==> src/rtl/pq_pkg.sv <==
// Shared types, defaults and the key-ordering helper for the shift-register priority queue.
package pq_pkg;
  typedef enum logic {PQ_MIN = 1'b0, PQ_MAX = 1'b1} pq_mode_t;

  typedef enum logic [2:0] {
    OP_HOLD     = 3'd0,
    OP_SHIFT_L  = 3'd1,
    OP_SHIFT_R  = 3'd2,
    OP_LOAD_NEW = 3'd3,
    OP_CLEAR    = 3'd4
  } slot_op_t;

  localparam int PQ_KEY_W_DEF  = 16;
  localparam int PQ_DATA_W_DEF = 16;
  localparam int PQ_KEY_W_MAX  = 64;

  // Strict compare: equal keys are never better, so equal keys leave in arrival order.
  function automatic logic pq_better(input logic [PQ_KEY_W_MAX-1:0] a,
                                     input logic [PQ_KEY_W_MAX-1:0] b,
                                     input pq_mode_t mode);
    logic res;
    if (mode == PQ_MAX) res = (a > b);
    else                res = (a < b);
    return res;
  endfunction
endpackage

==> src/rtl/pq_cell.sv <==
// One queue slot: holds {vld,key,data}, applies the per-slot op and reports whether
// the incoming key belongs at or before this slot in the post-operation view.
module pq_cell
  import pq_pkg::*;
#(
  parameter int       KEY_W  = PQ_KEY_W_DEF,
  parameter int       DATA_W = PQ_DATA_W_DEF,
  parameter pq_mode_t MODE   = PQ_MIN
) (
  input  logic              clk,
  input  logic              rst,
  input  slot_op_t          i_op,
  input  logic              i_deq_fire,
  input  logic              i_left_vld,
  input  logic [KEY_W-1:0]  i_left_key,
  input  logic [DATA_W-1:0] i_left_data,
  input  logic              i_right_vld,
  input  logic [KEY_W-1:0]  i_right_key,
  input  logic [DATA_W-1:0] i_right_data,
  input  logic [KEY_W-1:0]  i_new_key,
  input  logic [DATA_W-1:0] i_new_data,
  output logic              o_vld,
  output logic [KEY_W-1:0]  o_key,
  output logic [DATA_W-1:0] o_data,
  output logic              o_better
);
  logic              r_vld;
  logic [KEY_W-1:0]  r_key;
  logic [DATA_W-1:0] r_data;
  logic              w_view_vld;
  logic [KEY_W-1:0]  w_view_key;

  // With a concurrent dequeue the slot compares against what will shift into it.
  always_comb begin
    w_view_vld = r_vld;
    w_view_key = r_key;
    if (i_deq_fire) begin
      w_view_vld = i_right_vld;
      w_view_key = i_right_key;
    end else begin
      w_view_vld = r_vld;
      w_view_key = r_key;
    end
  end

  assign o_better = !w_view_vld |
                    pq_better(PQ_KEY_W_MAX'(i_new_key), PQ_KEY_W_MAX'(w_view_key), MODE);

  // Slot register update.
  always_ff @(posedge clk) begin
    if (rst) begin
      r_vld  <= 1'b0;
      r_key  <= '0;
      r_data <= '0;
    end else begin
      case (i_op)
        OP_HOLD: begin
          r_vld  <= r_vld;
          r_key  <= r_key;
          r_data <= r_data;
        end
        OP_SHIFT_L: begin
          r_vld  <= i_right_vld;
          r_key  <= i_right_key;
          r_data <= i_right_data;
        end
        OP_SHIFT_R: begin
          r_vld  <= i_left_vld;
          r_key  <= i_left_key;
          r_data <= i_left_data;
        end
        OP_LOAD_NEW: begin
          r_vld  <= 1'b1;
          r_key  <= i_new_key;
          r_data <= i_new_data;
        end
        OP_CLEAR: begin
          r_vld  <= 1'b0;
          r_key  <= '0;
          r_data <= '0;
        end
        default: begin
          r_vld  <= r_vld;
          r_key  <= r_key;
          r_data <= r_data;
        end
      endcase
    end
  end

  assign o_vld  = r_vld;
  assign o_key  = r_key;
  assign o_data = r_data;
endmodule

==> src/rtl/pq_shiftq.sv <==
// Sorted shift-register priority queue, min- or max-first, FIFO-stable among equal keys,
// with single-cycle enqueue+dequeue even when full.
module pq_shiftq
  import pq_pkg::*;
#(
  parameter int       DEPTH  = 16,
  parameter int       KEY_W  = PQ_KEY_W_DEF,
  parameter int       DATA_W = PQ_DATA_W_DEF,
  parameter pq_mode_t MODE   = PQ_MIN,
  localparam int      CNT_W  = $clog2(DEPTH + 1)
) (
  input  logic              clk,
  input  logic              rst,
  input  logic              enq_valid,
  output logic              enq_ready,
  input  logic [KEY_W-1:0]  enq_key,
  input  logic [DATA_W-1:0] enq_data,
  output logic              deq_valid,
  input  logic              deq_ready,
  output logic [KEY_W-1:0]  deq_key,
  output logic [DATA_W-1:0] deq_data,
  output logic [CNT_W-1:0]  count,
  output logic              full,
  output logic              empty
);
  logic              w_vld  [DEPTH];
  logic [KEY_W-1:0]  w_key  [DEPTH];
  logic [DATA_W-1:0] w_data [DEPTH];
  slot_op_t          w_op   [DEPTH];
  logic [DEPTH-1:0]  w_better;
  logic [DEPTH-1:0]  w_first;
  logic              w_enq_fire;
  logic              w_deq_fire;
  logic [CNT_W-1:0]  r_count;

  assign full       = (r_count == CNT_W'(DEPTH));
  assign empty      = (r_count == '0);
  assign deq_valid  = w_vld[0];
  assign w_deq_fire = w_vld[0] & deq_ready;
  assign enq_ready  = !full | w_deq_fire;
  assign w_enq_fire = enq_valid & enq_ready;
  assign deq_key    = w_key[0];
  assign deq_data   = w_data[0];
  assign count      = r_count;

  // Compare vector is monotone (sorted storage), so the insertion slot is its first set bit.
  assign w_first = w_better & ~{w_better[DEPTH-2:0], 1'b0};

  // Per-slot op select from the fire signals and the insertion point.
  always_comb begin
    for (int i = 0; i < DEPTH; i++) begin
      w_op[i] = OP_HOLD;
      if (w_enq_fire && w_deq_fire) begin
        if (!w_better[i])     w_op[i] = OP_SHIFT_L;
        else if (w_first[i])  w_op[i] = OP_LOAD_NEW;
        else                  w_op[i] = OP_HOLD;
      end else if (w_deq_fire) begin
        w_op[i] = (i == DEPTH - 1) ? OP_CLEAR : OP_SHIFT_L;
      end else if (w_enq_fire) begin
        if (!w_better[i])     w_op[i] = OP_HOLD;
        else if (w_first[i])  w_op[i] = OP_LOAD_NEW;
        else                  w_op[i] = OP_SHIFT_R;
      end else begin
        w_op[i] = OP_HOLD;
      end
    end
  end

  // Occupancy counter.
  always_ff @(posedge clk) begin
    if (rst) begin
      r_count <= '0;
    end else if (w_enq_fire && !w_deq_fire) begin
      r_count <= r_count + CNT_W'(1);
    end else if (!w_enq_fire && w_deq_fire) begin
      r_count <= r_count - CNT_W'(1);
    end else begin
      r_count <= r_count;
    end
  end

  for (genvar g = 0; g < DEPTH; g++) begin : g_slot
    logic              w_lv, w_rv;
    logic [KEY_W-1:0]  w_lk, w_rk;
    logic [DATA_W-1:0] w_ld, w_rd;

    if (g == 0) begin : g_left_edge
      assign w_lv = 1'b0;
      assign w_lk = '0;
      assign w_ld = '0;
    end else begin : g_left
      assign w_lv = w_vld[g-1];
      assign w_lk = w_key[g-1];
      assign w_ld = w_data[g-1];
    end

    if (g == DEPTH - 1) begin : g_right_edge
      assign w_rv = 1'b0;
      assign w_rk = '0;
      assign w_rd = '0;
    end else begin : g_right
      assign w_rv = w_vld[g+1];
      assign w_rk = w_key[g+1];
      assign w_rd = w_data[g+1];
    end

    pq_cell #(.KEY_W(KEY_W), .DATA_W(DATA_W), .MODE(MODE)) u_cell (
      .clk          (clk),
      .rst          (rst),
      .i_op         (w_op[g]),
      .i_deq_fire   (w_deq_fire),
      .i_left_vld   (w_lv),
      .i_left_key   (w_lk),
      .i_left_data  (w_ld),
      .i_right_vld  (w_rv),
      .i_right_key  (w_rk),
      .i_right_data (w_rd),
      .i_new_key    (enq_key),
      .i_new_data   (enq_data),
      .o_vld        (w_vld[g]),
      .o_key        (w_key[g]),
      .o_data       (w_data[g]),
      .o_better     (w_better[g])
    );
  end
endmodule

==> config.mk <==
export PLATFORM = sky130hd
export DESIGN_NAME = pq_shiftq
export DESIGN_NICKNAME = d
export VERILOG_FILES = /design/src/rtl/pq_pkg.sv /design/src/rtl/pq_cell.sv /design/src/rtl/pq_shiftq.sv
export SDC_FILE = /design/constraint.sdc
export NUM_CORES = 2
export LEC_CHECK = 0
export BUFFER_PORTS_ARGS = -buffer_cell sky130_fd_sc_hd__buf_2
export CAP_MARGIN = 15
export CORE_AREA = 5 5 292 437
export CTS_BUF_LIST = sky130_fd_sc_hd__clkbuf_4 sky130_fd_sc_hd__clkbuf_8
export CTS_CLUSTER_DIAMETER = 30
export DETAILED_ROUTE_END_ITERATION = 7
export DIE_AREA = 0 0 297 442
export SETUP_SLACK_MARGIN = 0.2
export SYNTH_ARGS = -nofsm -noshare
export SYNTH_HDL_FRONTEND = slang
export SYNTH_SLANG_ARGS = --single-unit
==> constraint.sdc <==
create_clock -name clk -period 10.7 [get_ports clk]
set_input_delay 3.21 -clock clk [delete_from_list [all_inputs] [get_ports clk]]
set_output_delay 3.21 -clock clk [all_outputs]
set_load 0.005 [all_outputs]
After elaboration in Yosys (flattened, before gate mapping):

Index checks and enable logic that the tools add are counted.

* word-level logic and storage cells: 389
* input port bits: 36
* flip-flop bits (word level): 533

* equal/unequal tests: 65
* $add $sub $neg: 2
* reductions and logical operators: 42
* $lt $le $gt $ge: 16
* mux-type cells: 194
* bitwise gates (word level): 21

Operators by type and width (number)
* one-hot mux 16 bit (4 select lines): 28
* < comparator 16 bit: 16
* two-way mux 16 bit: 16
* one-hot mux 16 bit (3 select lines): 4
* two-way mux 3 bit: 48
* == test 3 x 2 -> 1 bit, second input constant: 32
* two-way mux 2 bit: 48
* one-hot mux 1 bit (4 select lines): 14
* nonzero test 4 bit: 14
* == test 3 x 1 -> 1 bit, second input constant: 16
* == test 3 bit, second input constant: 16
* two-way mux 1 bit: 32
* zero test 1 bit: 19
* bitwise OR 1 bit: 17
* bitwise AND 16 bit: 1
* NOT 16 bit: 1
* two-way mux 5 bit: 2
* one-hot mux 1 bit (3 select lines): 2
* nonzero test 3 bit: 2
* adder 5 x 1 -> 5 bit, second input constant: 1
* == test 5 bit, second input constant: 1
* zero test 5 bit: 1
* subtractor 5 x 1 -> 5 bit, second input constant: 1
* OR reduction 2 bit: 2
* 3 further kinds: 6

Logic depth before layout (Yosys ltp):

* depth in word-level cells: 14
* gate-level depth with buffers: 21

Cells and area by module:

Synthesis repeated with hierarchy kept, for this count alone.

* cell total of the unflattened synthesis: 4155
* area, all modules: 38747.2 sq um

Modules (own cells, without submodules)
* pq_cell (g_slot[0].u_cell ...): area an instance 2374.8 sq um, cells an instance 252, instances 12
* pq_cell (g_slot[6].u_cell ...): area an instance 2376.0 sq um, cells an instance 252, instances 3
* pq_cell (g_slot[14].u_cell): area an instance 2294.7 sq um, cells an instance 253, instances 1
* pq_shiftq: area an instance 827.0 sq um, cells an instance 122, instances 1

Worst setup path before layout:

Ideal clock, no wire load.

* path type: input to register
* start point: input deq_ready
* end point: register g_slot[7].u_cell.r_vld
* stages: 19
* slack: 3118 ps
* arrival: 7440 ps
* cell sequence: and2_4 -> buf_6 -> inv_8 -> buf_8 -> buf_2 -> buf_2 -> clkbuf_1 -> clkbuf_1 -> buf_2 -> mux2i_1 -> ha_1 -> and3_1 -> a221o_1 -> a221oi_2 -> and3_1 -> clkbuf_1 -> a2bb2oi_1 -> clkbuf_1 -> a311oi_1

* longest elaborated chain between the ends: 13
* elaborated cells on any way between the ends: 29

RTL lines
* start: declaration: RTL line pq_shiftq.sv:19 `input logic deq_ready,`
* bitwise AND 1 bit (*): RTL line pq_shiftq.sv:39 `assign w_deq_fire = w_vld[0] & deq_ready;`
* two-way mux 16 bit / two-way mux 1 bit (equally long branches): RTL line pq_cell.sv:37 `if (i_deq_fire) begin`
* < comparator 16 bit / zero test 1 bit (equally long branches): RTL line pq_pkg.sv:23, pq_cell.sv:46
* bitwise OR 1 bit: RTL line pq_cell.sv:46 `assign o_better = !w_view_vld |`
* NOT 16 bit: RTL line pq_shiftq.sv:47 `assign w_first = w_better & ~{w_better[DEPTH-2:0], 1'b0};`
* bitwise AND 16 bit: RTL line pq_shiftq.sv:47
* two-way mux 1 bit: RTL line pq_shiftq.sv:61 `else if (w_first[i]) w_op[i] = OP_LOAD_NEW;`
* two-way mux 2 bit: RTL line pq_shiftq.sv:60 `if (!w_better[i]) w_op[i] = OP_HOLD;`
* two-way mux 3 bit: RTL line pq_shiftq.sv:59 `end else if (w_enq_fire) begin`
* two-way mux 3 bit: RTL line pq_shiftq.sv:57 `end else if (w_deq_fire) begin`
* two-way mux 3 bit (*): RTL line pq_shiftq.sv:53 `if (w_enq_fire && w_deq_fire) begin`
* == test 3 bit (tied with other cells): RTL line pq_cell.sv:56 `case (i_op)`
* one-hot mux 1 bit (4 select lines) / nonzero test 4 bit (equally long branches)
* end signal: assignment: RTL line pq_cell.sv:58 `r_vld <= r_vld;`
* end signal: assignment: RTL line pq_cell.sv:63 `r_vld <= i_right_vld;`
* end signal: assignment: RTL line pq_cell.sv:68 `r_vld <= i_left_vld;`
* end: declaration: RTL line pq_cell.sv:27 `logic r_vld;`

Mark *: on every way between the ends. The rest lies on a longest branch, timed or not.
A chain may end at the register's enable or synchronous reset.

Final worst setup path:

* start point: input deq_ready
* end point: output enq_ready

* longest elaborated chain between the ends: 2

RTL lines
* bitwise AND 1 bit: RTL line pq_shiftq.sv:39
* bitwise OR 1 bit: RTL line pq_shiftq.sv:40 `assign enq_ready = !full | w_deq_fire;`
* end: declaration: RTL line pq_shiftq.sv:15 `output logic enq_ready,`

No other way between the ends.

==> out/results.ini <==
[timing]
relSlewSlack = 0.221
whs_ns = 0.484
worst_slew_pin_slew_ns = 1.17
skew_ns = 0.0375
rsz0062_at_grt = false
period_share = 0.821
finalSetupTns_ns = 0
hold_violations = 0
setup_viol_count_final = 0
timing.fmax_mhz = 114
drv_slew = 0
fin_crit_ns = 8.78

[setup_path]
critPathLaunchType = input port
path_delay_family = buffers and inverters
critPathMostFrequentCell = buf_2
crit_type = input port to output pin
cpMaxStageDelayCell = and2_4
cp_max_fo = 60
end_kind = output pin
cpPeakStageDelay_ns = 0.66
arrival_ns = 5.57
required_ns = 7.49
crit_chain = buf_2 > and2_4 > clkinv_8 > nand3_1 > buf_2
path_buf_inv = 3

[detailed_routing]
drc = 0
via_count = 34700
dr.pass1.iters = 8
ant_nets = 0
routedWlPerCell_um = 21.2
drt_iter0_markers = 2871
via_per_inst = 6.02
wl_um = 122000

[layout]
drive_gt1_frac = 0.168
nets = 4332
layout_commonest_cell = dfxtp_1
final_cell_mix = 533 x dfxtp_1, 369 x mux2i_1, 288 x a21oi_1
area_growth_pct = 13.2

[synthesis]
syn_inst = 4156
synth_ff_type = dfxtp_1
synth_cell_types = 100
yosysTopAreaCellShare = 0.290
synth-edff-count = 0
synth-seq-cells = 533
synth_area_per_cell_um2 = 8.85
ys_warn_count = 0
synth_area_um2 = 36800
synth_area_leaders = dfxtp_1 29%, mux2i_1 10%, ha_1 8.3%, a21oi_1 4.0%, clkbuf_1 3.0%
seq_area_frac_synth = 0.290
synth_top_cell_by_area = dfxtp_1
async_flop_share = 0
syn_nets = 4437

[clocking]
htreeDepth = 4
cts-root-buf = clkbuf_8
post_cts_buffers = 0
hold_buffers = 0
ctsResizeCount = 0
clock_latency_ns = 0.80
clk_pin_slew_worst_paths_ns = 0.05
numCtsBuffers = 139
cts_tree = done
ctsLongestPathBuffers = 3
clock-sinks = 533

[min_path]
hold_class = register to register

[pwr]
peakVddDrop_mv = 0.0994
p_leak_nw = 15.8
powerDensity_nw_per_um2 = 242

[floorplan]
io_pins = 77
die-height_um = 442
die_w_um = 297
core_area_um2 = 123000
dieArea_um2 = 131000
rows = 158
start_util = 0.299

[run_status]
status = finished, final reports clean

[global_route]
grt_max_degree = 174
grt_pass1_vias = 35000
grtUsageTotal = 0.176
grt_overflow = 0
antenna_found_initial = 4
grt_pass1_wl_um = 195000

[flow_run]
maxCapViolations = 0

[place]
dp_hpwl_um = 85900
gp_congestion = 0.869
numPortBuffers = 76

routing by layer:
metal	wire length, um	track usage	share of wire	vias up
met5	0	0	0	-
li1	-	-	-	16300
met2	61800	0.321	0.51	1134
met3	6040	0.0271	0.049	342
met1	49100	0.202	0.40	16900
met4	5360	0.0824	0.044	0
cell families after synthesis:
kind of cell,count (synthesis),synth area share
multiplexers,387,0.106
flip-flops,533,0.290
adder cells (fa/ha/maj),245,0.0835
AO/OA/AOI/OAI,1543,0.333
XOR/XNOR,4,0.000952
AND/OR/NAND/NOR,889,0.121
buffers and inverters,555,0.0650
registers in the layout, summed over array words and instances (netlist names):
signal,cells
count,5
g_slot.u_cell.o_vld,16
g_slot.u_cell.o_data,256
g_slot.u_cell.o_key,256
Yosys cell counts (19+ instances only):
| cell | instances |
|---|---|
| nand4_1 | 50 |
| a221o_1 | 34 |
| o221ai_1 | 38 |
| a21oi_1 | 291 |
| o22ai_1 | 22 |
| o221a_2 | 65 |
| a21o_1 | 40 |
| inv_1 | 118 |
| dfxtp_1 | 533 |
| a2111oi_0 | 56 |
| o21ai_1 | 21 |
| a211oi_1 | 59 |
| a221oi_2 | 65 |
| or3_1 | 41 |
| a22oi_1 | 82 |
| nor2b_1 | 35 |
| o31ai_1 | 68 |
| clkbuf_1 | 290 |
| nor2_1 | 187 |
| nand3_1 | 76 |
| o21ai_0 | 189 |
| o211ai_1 | 19 |
| a2111oi_2 | 29 |
| and3_1 | 72 |
| ha_1 | 244 |
| o2bb2ai_1 | 34 |
| nor3_1 | 134 |
| a222oi_1 | 81 |
| o22a_1 | 38 |
| mux2i_1 | 369 |
| and2_1 | 41 |
| buf_2 | 99 |
| o311ai_0 | 32 |
| a311oi_1 | 55 |
| nand2_1 | 199 |
| a221oi_1 | 117 |
report_power, final:
part           internal [mW]  leakage [nW]  total [mW]  switching, mW
registers               2.54          4.40        3.20          0.657
logic                   1.61          9.73        3.95           2.35
clock network           1.85          1.66        2.95           1.09
total                   6.00          15.8        10.1           4.10
area by class of cell:
class                   count  area (um2)
inverters                 119         459
clock inverters            52         596
multi-input cells        3068       24000
repair buffers            190        1280
well taps                1600        2000
fillers                 12700       81500
clock buffers             200        2600
diodes                      6        15.0
flip-flops and latches    533       10700
through the flow:
step | setup WS, ns | total power, mW | std cells | utilization | cell area (um2)
after CTS | 2.02 | 10.1 | 5762 | 0.338 | 41700
after global routing | 1.92 | 10.7 | 5767 | 0.338 | 41700
after global placement | 1.93 | 7.04 | 5510 | 0.312 | 38500
after detailed placement | 1.83 | 7.15 | 5510 | 0.312 | 38500
final | 1.92 | 10.1 | 5768 | 0.338 | 41700
after floorplan | 3.12 | 6.00 | 4156 | - | 36800
final timing paths:
kind	start	end	slack [ns]	depth (start not counted)
setup / recovery	deq_ready	enq_ready	1.92	5
hold / removal	g_slot[1].u_cell.o_data[12]	g_slot[1].u_cell.o_data[12]	0.48	1
hold reg to reg	g_slot[1].u_cell.o_data[12]	g_slot[1].u_cell.o_data[12]	0.48	1
setup reg to reg	g_slot[0].u_cell.o_vld	g_slot[4].u_cell.o_key[11]	5.22	14
Power figures use the tool's default switching activity.
